==> src/rtl/csi_pkg.sv <==
// Shared definitions for the CSI-2 packet sequencer.
// Holds the data-type constants, packet header layout and field positions,
// the sequencer state encoding and a short/long packet classifier.
package csi_pkg;

    // Packet data types
    localparam logic [5:0] DT_FS       = 6'h00;
    localparam logic [5:0] DT_FE       = 6'h01;
    localparam logic [5:0] DT_LS       = 6'h02;
    localparam logic [5:0] DT_LE       = 6'h03;
    localparam logic [5:0] DT_LONG_MIN = 6'h10;

    // Header field slice positions within the 32-bit header
    localparam int unsigned HDR_DT_LSB  = 0;
    localparam int unsigned HDR_DT_MSB  = 5;
    localparam int unsigned HDR_VC_LSB  = 6;
    localparam int unsigned HDR_VC_MSB  = 7;
    localparam int unsigned HDR_WC_LSB  = 8;
    localparam int unsigned HDR_WC_MSB  = 23;
    localparam int unsigned HDR_ECC_LSB = 24;
    localparam int unsigned HDR_ECC_MSB = 31;

    localparam int unsigned WC_W  = 16;
    // Remaining-byte counter also covers the two CRC bytes after the payload
    localparam int unsigned REM_W = WC_W + 1;

    typedef struct packed {
        logic [7:0]      ecc;
        logic [WC_W-1:0] wc;
        logic [1:0]      vc;
        logic [5:0]      dt;
    } csi_hdr_t;

    typedef enum logic [0:0] {
        StIdle    = 1'b0,
        StPayload = 1'b1
    } seq_state_e;

    function automatic logic is_long_pkt(input logic [5:0] dt);
        return dt >= DT_LONG_MIN;
    endfunction

endpackage

==> src/rtl/csi_byte_counter.sv <==
// Byte accounting for one long packet.
// Tracks bytes left in the packet including CRC (remaining) and payload bytes
// left inside the word count (wc_left). Produces byte enables for the current
// word and flags the word that ends the packet.
// Ports:
//   sys_clk_i, reset_i : clock, asynchronous active-high reset
//   load_i, wc_i       : start a new packet with word count wc_i
//   consume_i          : one 4-byte payload word accepted this cycle
//   has_pix_o          : current word still carries payload bytes
//   be_o               : byte enables of the current word within WC
//   last_o             : current word is the last of the packet
module csi_byte_counter
    import csi_pkg::*;
(
    input  logic            sys_clk_i,
    input  logic            reset_i,
    input  logic            load_i,
    input  logic [WC_W-1:0] wc_i,
    input  logic            consume_i,
    output logic            has_pix_o,
    output logic [3:0]      be_o,
    output logic            last_o
);

    logic [REM_W-1:0] remaining_q, remaining_d;
    logic [WC_W-1:0]  wc_left_q, wc_left_d;

    always_comb begin
        remaining_d = remaining_q;
        wc_left_d   = wc_left_q;
        if (load_i) begin
            remaining_d = {1'b0, wc_i} + REM_W'(2);
            wc_left_d   = wc_i;
        end else if (consume_i) begin
            remaining_d = (remaining_q > REM_W'(4)) ? remaining_q - REM_W'(4) : '0;
            // Saturating subtract equals wc_left - min(4, wc_left)
            wc_left_d   = (wc_left_q > WC_W'(4)) ? wc_left_q - WC_W'(4) : '0;
        end
    end

    always_comb begin
        be_o = 4'h0;
        if (wc_left_q >= WC_W'(4)) begin
            be_o = 4'hF;
        end else begin
            unique case (wc_left_q[1:0])
                2'd3:    be_o = 4'h7;
                2'd2:    be_o = 4'h3;
                2'd1:    be_o = 4'h1;
                default: be_o = 4'h0;
            endcase
        end
    end

    assign has_pix_o = (wc_left_q != '0);
    assign last_o    = (remaining_q <= REM_W'(4));

    always_ff @(posedge sys_clk_i or posedge reset_i) begin
        if (reset_i) begin
            remaining_q <= '0;
            wc_left_q   <= '0;
        end else begin
            remaining_q <= remaining_d;
            wc_left_q   <= wc_left_d;
        end
    end

endmodule

==> src/rtl/csi_packet_sequencer.sv <==
// Packet-level controller for the 2-lane CSI-2 receive path (byte-word clock).
// Consumes validated headers and 32-bit payload words, tracks frame/line state,
// forwards pixel words with byte enables, skips unwanted long packets and CRC,
// holds rec_data high for exactly one packet and flags sticky errors.
// Ports:
//   sys_clk_i, reset_i          : clock, asynchronous active-high reset
//   hs_active_i                 : SoT FSM has HS receive enabled
//   hdr_valid_i, hdr_i, ecc_ok_i: header strobe, header, ECC match
//   word_valid_i, word_i        : payload word strobe and data
//   err_clr_i                   : clear sticky errors
//   rec_data_o                  : packet in progress
//   pix_valid_o/pix_data_o/pix_be_o : pixel word output
//   frame_start_o/frame_end_o/line_start_o : event pulses
//   in_frame_o, line_count_o, frame_count_o : frame/line state
//   err_ecc_o/err_timeout_o/err_trunc_o     : sticky error flags
// All outputs are registered.
module csi_packet_sequencer
    import csi_pkg::*;
#(
    parameter logic [5:0]  DT_PIXEL    = 6'h2A,
    parameter int unsigned TIMEOUT_CYC = 256,
    parameter int unsigned LINE_W      = 12,
    parameter int unsigned FRAME_W     = 16
) (
    input  logic               sys_clk_i,
    input  logic               reset_i,
    input  logic               hs_active_i,
    input  logic               hdr_valid_i,
    input  logic [31:0]        hdr_i,
    input  logic               ecc_ok_i,
    input  logic               word_valid_i,
    input  logic [31:0]        word_i,
    input  logic               err_clr_i,
    output logic               rec_data_o,
    output logic               pix_valid_o,
    output logic [31:0]        pix_data_o,
    output logic [3:0]         pix_be_o,
    output logic               frame_start_o,
    output logic               frame_end_o,
    output logic               line_start_o,
    output logic               in_frame_o,
    output logic [LINE_W-1:0]  line_count_o,
    output logic [FRAME_W-1:0] frame_count_o,
    output logic               err_ecc_o,
    output logic               err_timeout_o,
    output logic               err_trunc_o
);

    localparam int unsigned IdleW = $clog2(TIMEOUT_CYC) + 1;

    csi_hdr_t hdr;
    assign hdr = csi_hdr_t'(hdr_i);

    logic unused_hdr;
    assign unused_hdr = ^{hdr.ecc, hdr.vc};

    seq_state_e state_q, state_d;
    logic       fwd_q, fwd_d;
    logic       first_q, first_d;
    logic [IdleW-1:0] idle_q, idle_d;

    logic               rec_data_q, rec_data_d;
    logic               pix_valid_q, pix_valid_d;
    logic [31:0]        pix_data_q, pix_data_d;
    logic [3:0]         pix_be_q, pix_be_d;
    logic               frame_start_q, frame_start_d;
    logic               frame_end_q, frame_end_d;
    logic               line_start_q, line_start_d;
    logic               in_frame_q, in_frame_d;
    logic [LINE_W-1:0]  line_count_q, line_count_d;
    logic [FRAME_W-1:0] frame_count_q, frame_count_d;
    logic               err_ecc_q, err_ecc_d;
    logic               err_timeout_q, err_timeout_d;
    logic               err_trunc_q, err_trunc_d;

    logic       set_ecc, set_timeout, set_trunc;
    logic       cnt_load, cnt_consume;
    logic       cnt_has_pix, cnt_last;
    logic [3:0] cnt_be;

    csi_byte_counter u_byte_counter (
        .sys_clk_i (sys_clk_i),
        .reset_i   (reset_i),
        .load_i    (cnt_load),
        .wc_i      (hdr.wc),
        .consume_i (cnt_consume),
        .has_pix_o (cnt_has_pix),
        .be_o      (cnt_be),
        .last_o    (cnt_last)
    );

    always_comb begin
        state_d       = state_q;
        fwd_d         = fwd_q;
        first_d       = first_q;
        idle_d        = idle_q;
        rec_data_d    = rec_data_q;
        pix_valid_d   = 1'b0;
        pix_data_d    = pix_data_q;
        pix_be_d      = pix_be_q;
        frame_start_d = 1'b0;
        frame_end_d   = 1'b0;
        line_start_d  = 1'b0;
        in_frame_d    = in_frame_q;
        line_count_d  = line_count_q;
        frame_count_d = frame_count_q;
        set_ecc       = 1'b0;
        set_timeout   = 1'b0;
        set_trunc     = 1'b0;
        cnt_load      = 1'b0;
        cnt_consume   = 1'b0;

        unique case (state_q)
            StIdle: begin
                if (hdr_valid_i) begin
                    if (!ecc_ok_i) begin
                        set_ecc = 1'b1;
                    end else if (!is_long_pkt(hdr.dt)) begin
                        unique case (hdr.dt)
                            DT_FS: begin
                                frame_start_d = 1'b1;
                                in_frame_d    = 1'b1;
                                line_count_d  = '0;
                            end
                            DT_FE: begin
                                frame_end_d   = 1'b1;
                                in_frame_d    = 1'b0;
                                frame_count_d = frame_count_q + FRAME_W'(1);
                            end
                            DT_LS, DT_LE: ;
                            default: ;
                        endcase
                    end else begin
                        cnt_load   = 1'b1;
                        fwd_d      = (hdr.dt == DT_PIXEL) && in_frame_q;
                        first_d    = 1'b1;
                        idle_d     = '0;
                        rec_data_d = 1'b1;
                        state_d    = StPayload;
                    end
                end
            end

            StPayload: begin
                // Truncation beats a same-cycle word, which is dropped
                if (!hs_active_i) begin
                    set_trunc  = 1'b1;
                    rec_data_d = 1'b0;
                    state_d    = StIdle;
                end else if (word_valid_i) begin
                    cnt_consume = 1'b1;
                    idle_d      = '0;
                    if (fwd_q && cnt_has_pix) begin
                        pix_valid_d  = 1'b1;
                        pix_data_d   = word_i;
                        pix_be_d     = cnt_be;
                        line_start_d = first_q;
                        first_d      = 1'b0;
                    end
                    if (cnt_last) begin
                        rec_data_d = 1'b0;
                        state_d    = StIdle;
                        if (fwd_q) begin
                            line_count_d = line_count_q + LINE_W'(1);
                        end
                    end
                end else if (idle_q == IdleW'(TIMEOUT_CYC - 1)) begin
                    set_timeout = 1'b1;
                    rec_data_d  = 1'b0;
                    state_d     = StIdle;
                end else begin
                    idle_d = idle_q + IdleW'(1);
                end
            end

            default: state_d = StIdle;
        endcase

        // A same-cycle error event wins over the clear
        err_ecc_d     = set_ecc     | (err_ecc_q     & ~err_clr_i);
        err_timeout_d = set_timeout | (err_timeout_q & ~err_clr_i);
        err_trunc_d   = set_trunc   | (err_trunc_q   & ~err_clr_i);
    end

    always_ff @(posedge sys_clk_i or posedge reset_i) begin
        if (reset_i) begin
            state_q       <= StIdle;
            fwd_q         <= 1'b0;
            first_q       <= 1'b0;
            idle_q        <= '0;
            rec_data_q    <= 1'b0;
            pix_valid_q   <= 1'b0;
            pix_data_q    <= '0;
            pix_be_q      <= '0;
            frame_start_q <= 1'b0;
            frame_end_q   <= 1'b0;
            line_start_q  <= 1'b0;
            in_frame_q    <= 1'b0;
            line_count_q  <= '0;
            frame_count_q <= '0;
            err_ecc_q     <= 1'b0;
            err_timeout_q <= 1'b0;
            err_trunc_q   <= 1'b0;
        end else begin
            state_q       <= state_d;
            fwd_q         <= fwd_d;
            first_q       <= first_d;
            idle_q        <= idle_d;
            rec_data_q    <= rec_data_d;
            pix_valid_q   <= pix_valid_d;
            pix_data_q    <= pix_data_d;
            pix_be_q      <= pix_be_d;
            frame_start_q <= frame_start_d;
            frame_end_q   <= frame_end_d;
            line_start_q  <= line_start_d;
            in_frame_q    <= in_frame_d;
            line_count_q  <= line_count_d;
            frame_count_q <= frame_count_d;
            err_ecc_q     <= err_ecc_d;
            err_timeout_q <= err_timeout_d;
            err_trunc_q   <= err_trunc_d;
        end
    end

    assign rec_data_o    = rec_data_q;
    assign pix_valid_o   = pix_valid_q;
    assign pix_data_o    = pix_data_q;
    assign pix_be_o      = pix_be_q;
    assign frame_start_o = frame_start_q;
    assign frame_end_o   = frame_end_q;
    assign line_start_o  = line_start_q;
    assign in_frame_o    = in_frame_q;
    assign line_count_o  = line_count_q;
    assign frame_count_o = frame_count_q;
    assign err_ecc_o     = err_ecc_q;
    assign err_timeout_o = err_timeout_q;
    assign err_trunc_o   = err_trunc_q;

endmodule

==> config.mk <==
export PLATFORM = sky130hd
export DESIGN_NAME = csi_packet_sequencer
export DESIGN_NICKNAME = d
export VERILOG_FILES = /design/src/rtl/csi_pkg.sv /design/src/rtl/csi_byte_counter.sv /design/src/rtl/csi_packet_sequencer.sv
export SDC_FILE = /design/constraint.sdc
export NUM_CORES = 1
export LEC_CHECK = 0
export BUFFER_PORTS_ARGS = -buffer_cell sky130_fd_sc_hd__clkbuf_2
export CAP_MARGIN = 10
export CORE_ASPECT_RATIO = 1.1
export CORE_MARGIN = 3
export CORE_UTILIZATION = 50
export DETAILED_ROUTE_END_ITERATION = 12
export HOLD_SLACK_MARGIN = 0.03
export PLACE_DENSITY = 0.75
export SYNTH_ARGS = -nofsm -noshare
export SYNTH_HDL_FRONTEND = slang
export SYNTH_SLANG_ARGS = --single-unit
==> constraint.sdc <==
create_clock -name sys_clk_i -period 10.7 [get_ports sys_clk_i]
set_input_delay 1.605 -clock sys_clk_i [delete_from_list [all_inputs] [get_ports sys_clk_i]]
set_output_delay 1.605 -clock sys_clk_i [all_outputs]
set_load 0.05 [all_outputs]
==> flow_summary_export.csv <==
group,metric,value,unit
setup_path,cp_max_fo,38,
setup_path,criticalPathCategory,"in2reg",
synthesis,syn_area,5990,µm²
timing,slew_headroom,0.222,
pwr,pwr-share-seq,0.411,
pwr,power_frac_comb,0.120,
pwr,p_sw,0.333,mW
grt,grt_start_max_net_pins,66,
cts,clock-root-buffer,"clkbuf_16",
synthesis,yosysSeqAreaShare,0.493,
floorplan,start_util,0.516,
pwr,p_int,0.915,mW
worst_hold_path,whs_endpoint,"frame_count_o[15]",
cts,cts.clk_slew.worst_paths,0.05,ns
synthesis,synth_edf_count,0,
cells_and_area,area.growth.synth_to_final,23.6,%
cells_and_area,seqCellArea,2950,µm²
cells_and_area,num-nets-final,881,
synthesis,synthCells,670,
grt,antenna_found_initial,0,
synthesis,synth_fp_nets,751,
cells_and_area,multiInputGateArea,2860,µm²
routing,drt_pass1_iterations,6,
synthesis,yosys-top-cells-count,"nand2_1, dfrtp_1, nor2_1",
synthesis,syn_area_per_cell,8.94,µm²
timing,fin_crit_sh,0.397,
floorplan,num_io_pins,144,
timing,tns,0,ns
synthesis,synth_cell_types,55,
floorplan,core,11600,µm²
grt,grt_pass1_wl,25400,µm
synthesis,ys_seq_elements,118,
setup_path,cp.arrival,4.48,ns
pwr,p_sw_frac,0.267,
routing,routed_wl,15300,µm
cts,post_cts_buffers,0,
grt,track_usage,0.240,
grt,overflow,0,
timing,finalSetupViolCount,0,
synthesis,synth.area.top_cells,"dfrtp_1, nand2_1, xnor2_1, o21ai_0, nor2_1",
cells_and_area,drive_gt1_frac,0.229,
setup_path,start_kind,"primary input",
status,status,"completed",
flow_run,cap_violations,0,
floorplan,die_w,110,µm
synthesis,yosysTopAreaCell,"dfrtp_1",
timing,rsz0062_at_grt,"false",
timing,max_freq,235,MHz
timing,fin_worst_skew,0.0103,ns
cells_and_area,final-instance-count-excl-fill,963,
pwr,p_clk_frac,0.469,
cts,postCtsHoldBufs,0,
floorplan,rows,41,
worst_hold_path,min_from,"frame_count_o[15]",
timing,finalHoldViolCount,0,
pwr,power.density,169,nW/µm²
routing,first_iter_violations,463,
setup_path,rrSetupSlack,7.00,ns
setup_path,rr_startpoint,"u_byte_counter.wc_left_q[10]",
cts,cts_resized,0,
floorplan,die_y,121,µm
pwr,p_leak,3.58,nW
setup_path,cp-end-kind,"flop",
routing,num_vias,5645,
synthesis,synthArstFlopShare,1.00,
placed_design,hpwl,10500,µm
cts,cts-htree-levels,4,
cells_and_area,fill_cells,963,
synthesis,ys.flop_type,"dfrtp_1",
synthesis,yosysMostFrequentCell,"nand2_1",
worst_hold_path,min_path_cells,1,
timing,period_needed,4.25,ns
cells_and_area,antenna-diode-count,0,
pwr,vdd_ir_drop_max,110,µV
grt,grt_pass1_vias,5382,
timing,tightest_slew,1.17,ns
routing,viasPerCell,5.86,
routing,drcViolationCount,0,
placed_design,port_buffers,133,
setup_path,required,10.94,ns
floorplan,die_area,13300,µm²
worst_hold_path,hold_path_class,"reg2reg",
synthesis,synth_top_area_share,0.493,
cts,cts_buffer_depth,2,
placed_design,place_inst,930,
placed_design,place_congestion,0.871,
cts,numCtsBuffers,17,
cts,cts_tree,"yes",
synthesis,yosys_warnings,0,
setup_path,reg2reg_depth,6,
routing,ant_nets,0,
timing,finalMaxSlewViolations,0,
cts,insertion_delay,0.41,ns
routing,drt-wirelength-per-cell,15.9,µm
setup_path,rr_endpoint,"pix_be_o[1]",
cts,cts.sinks,118,
==> worst max path at each step <==
| stage | from | endpoint | slack [ns] | cells after the start |
|---|---|---|---|---|
| after floorplan | reset_i | err_ecc_o | 5.97 | 1 |
| after global placement | hs_active_i | pix_be_o[1] | 6.14 | 7 |
| after detailed placement | hs_active_i | pix_be_o[1] | 6.09 | 7 |
| after CTS | hs_active_i | pix_be_o[0] | 6.52 | 7 |
| after global routing | hs_active_i | pix_be_o[1] | 6.06 | 7 |
| final | hs_active_i | pix_be_o[1] | 6.45 | 7 |
==> state kept, by name (all words and copies together), names as in the netlist <==
name / cells
err_ecc_o: 1
err_timeout_o: 1
err_trunc_o: 1
first_q: 1
frame_count_o: 16
frame_end_o: 1
frame_start_o: 1
fwd_q: 1
idle_q: 9
in_frame_o: 1
line_count_o: 12
line_start_o: 1
pix_be_o: 4
pix_data_o: 32
pix_valid_o: 1
rec_data_o: 1
state_q: 1
u_byte_counter.remaining_q: 17
u_byte_counter.wc_left_q: 16
==> critical path, stage by stage <==
cell and delay [ns]:
clkbuf_2 0.13, and3_1 0.40, nand3_1 0.26, a21o_1 0.89, inv_1 0.84, nor2_1 0.28
a31oi_1 0.06
==> cell usage in the layout (no fill, tap or decap), drive strengths merged, types with 8 or more instances in the layout <==
cell / netlist / layout
and3: 10 / 10
clkbuf: 21 / 153
or4: 12 / 12
o21ai: 37 / 37
nand3: 32 / 32
a31oi: 11 / 11
nor2: 48 / 48
xnor2: 23 / 23
nor4: 10 / 10
dfrtp: 118 / 118
nand4: 16 / 16
or3: 8 / 8
a21oi: 22 / 22
a22oi: 11 / 11
o31ai: 10 / 10
xor2: 10 / 10
nand2: 155 / 155
ha: 10 / 10
inv: 20 / 20
nor3: 14 / 14
==> power by group through the flow <==
stage	registers, mW	clock network [mW]	logic, mW
floorplan	0.529	0	0.0862
global placement	0.516	0	0.144
detailed placement	0.518	0	0.148
CTS	0.511	0.593	0.150
global route	0.517	0.616	0.169
finish	0.513	0.586	0.150
==> logic make-up (layout without fill, tap and decap cells) <==
family	after synthesis	in the layout	share of synthesized area
simple gates	330	330	0.262
buf+inv	48	191	0.0305
fa+ha+maj	10	10	0.0209
flops	118	118	0.493
mux	5	5	0.00878
xor+xnor	33	33	0.0483
compound gates	126	126	0.136
==> cell type report <==
class	instances	area share
clock buffer	20	0.0630
clock inverter	12	0.0205
inverter	20	0.0105
multi-input combinational	504	0.386
sequential	118	0.399
tap	150	0.0254
timing repair buffer	139	0.0957
==> stage by stage <==
step	cell area, µm²	utilization	power (mW)	worst slack [ns]	hold WS (ns)
after floorplan	5990	-	0.615	5.97	0.457
after global placement	6780	0.585	0.660	6.14	0.454
after detailed placement	6780	0.585	0.667	6.09	0.460
after CTS	7400	0.638	1.25	6.52	0.471
after global routing	7400	0.638	1.30	6.06	0.473
final	7400	0.638	1.25	6.45	0.470
==> metal layers <==
metal | part of all wire | vias to the layer above | track usage
met3 | 0.061 | 33 | 0.0491
met4 | 0.021 | 0 | 0.0985
met1 | 0.43 | 2746 | 0.316
met5 | 0 | - | 0
met2 | 0.49 | 220 | 0.385
li1 | - | 2646 | -
(Power assumes the default switching activity.)
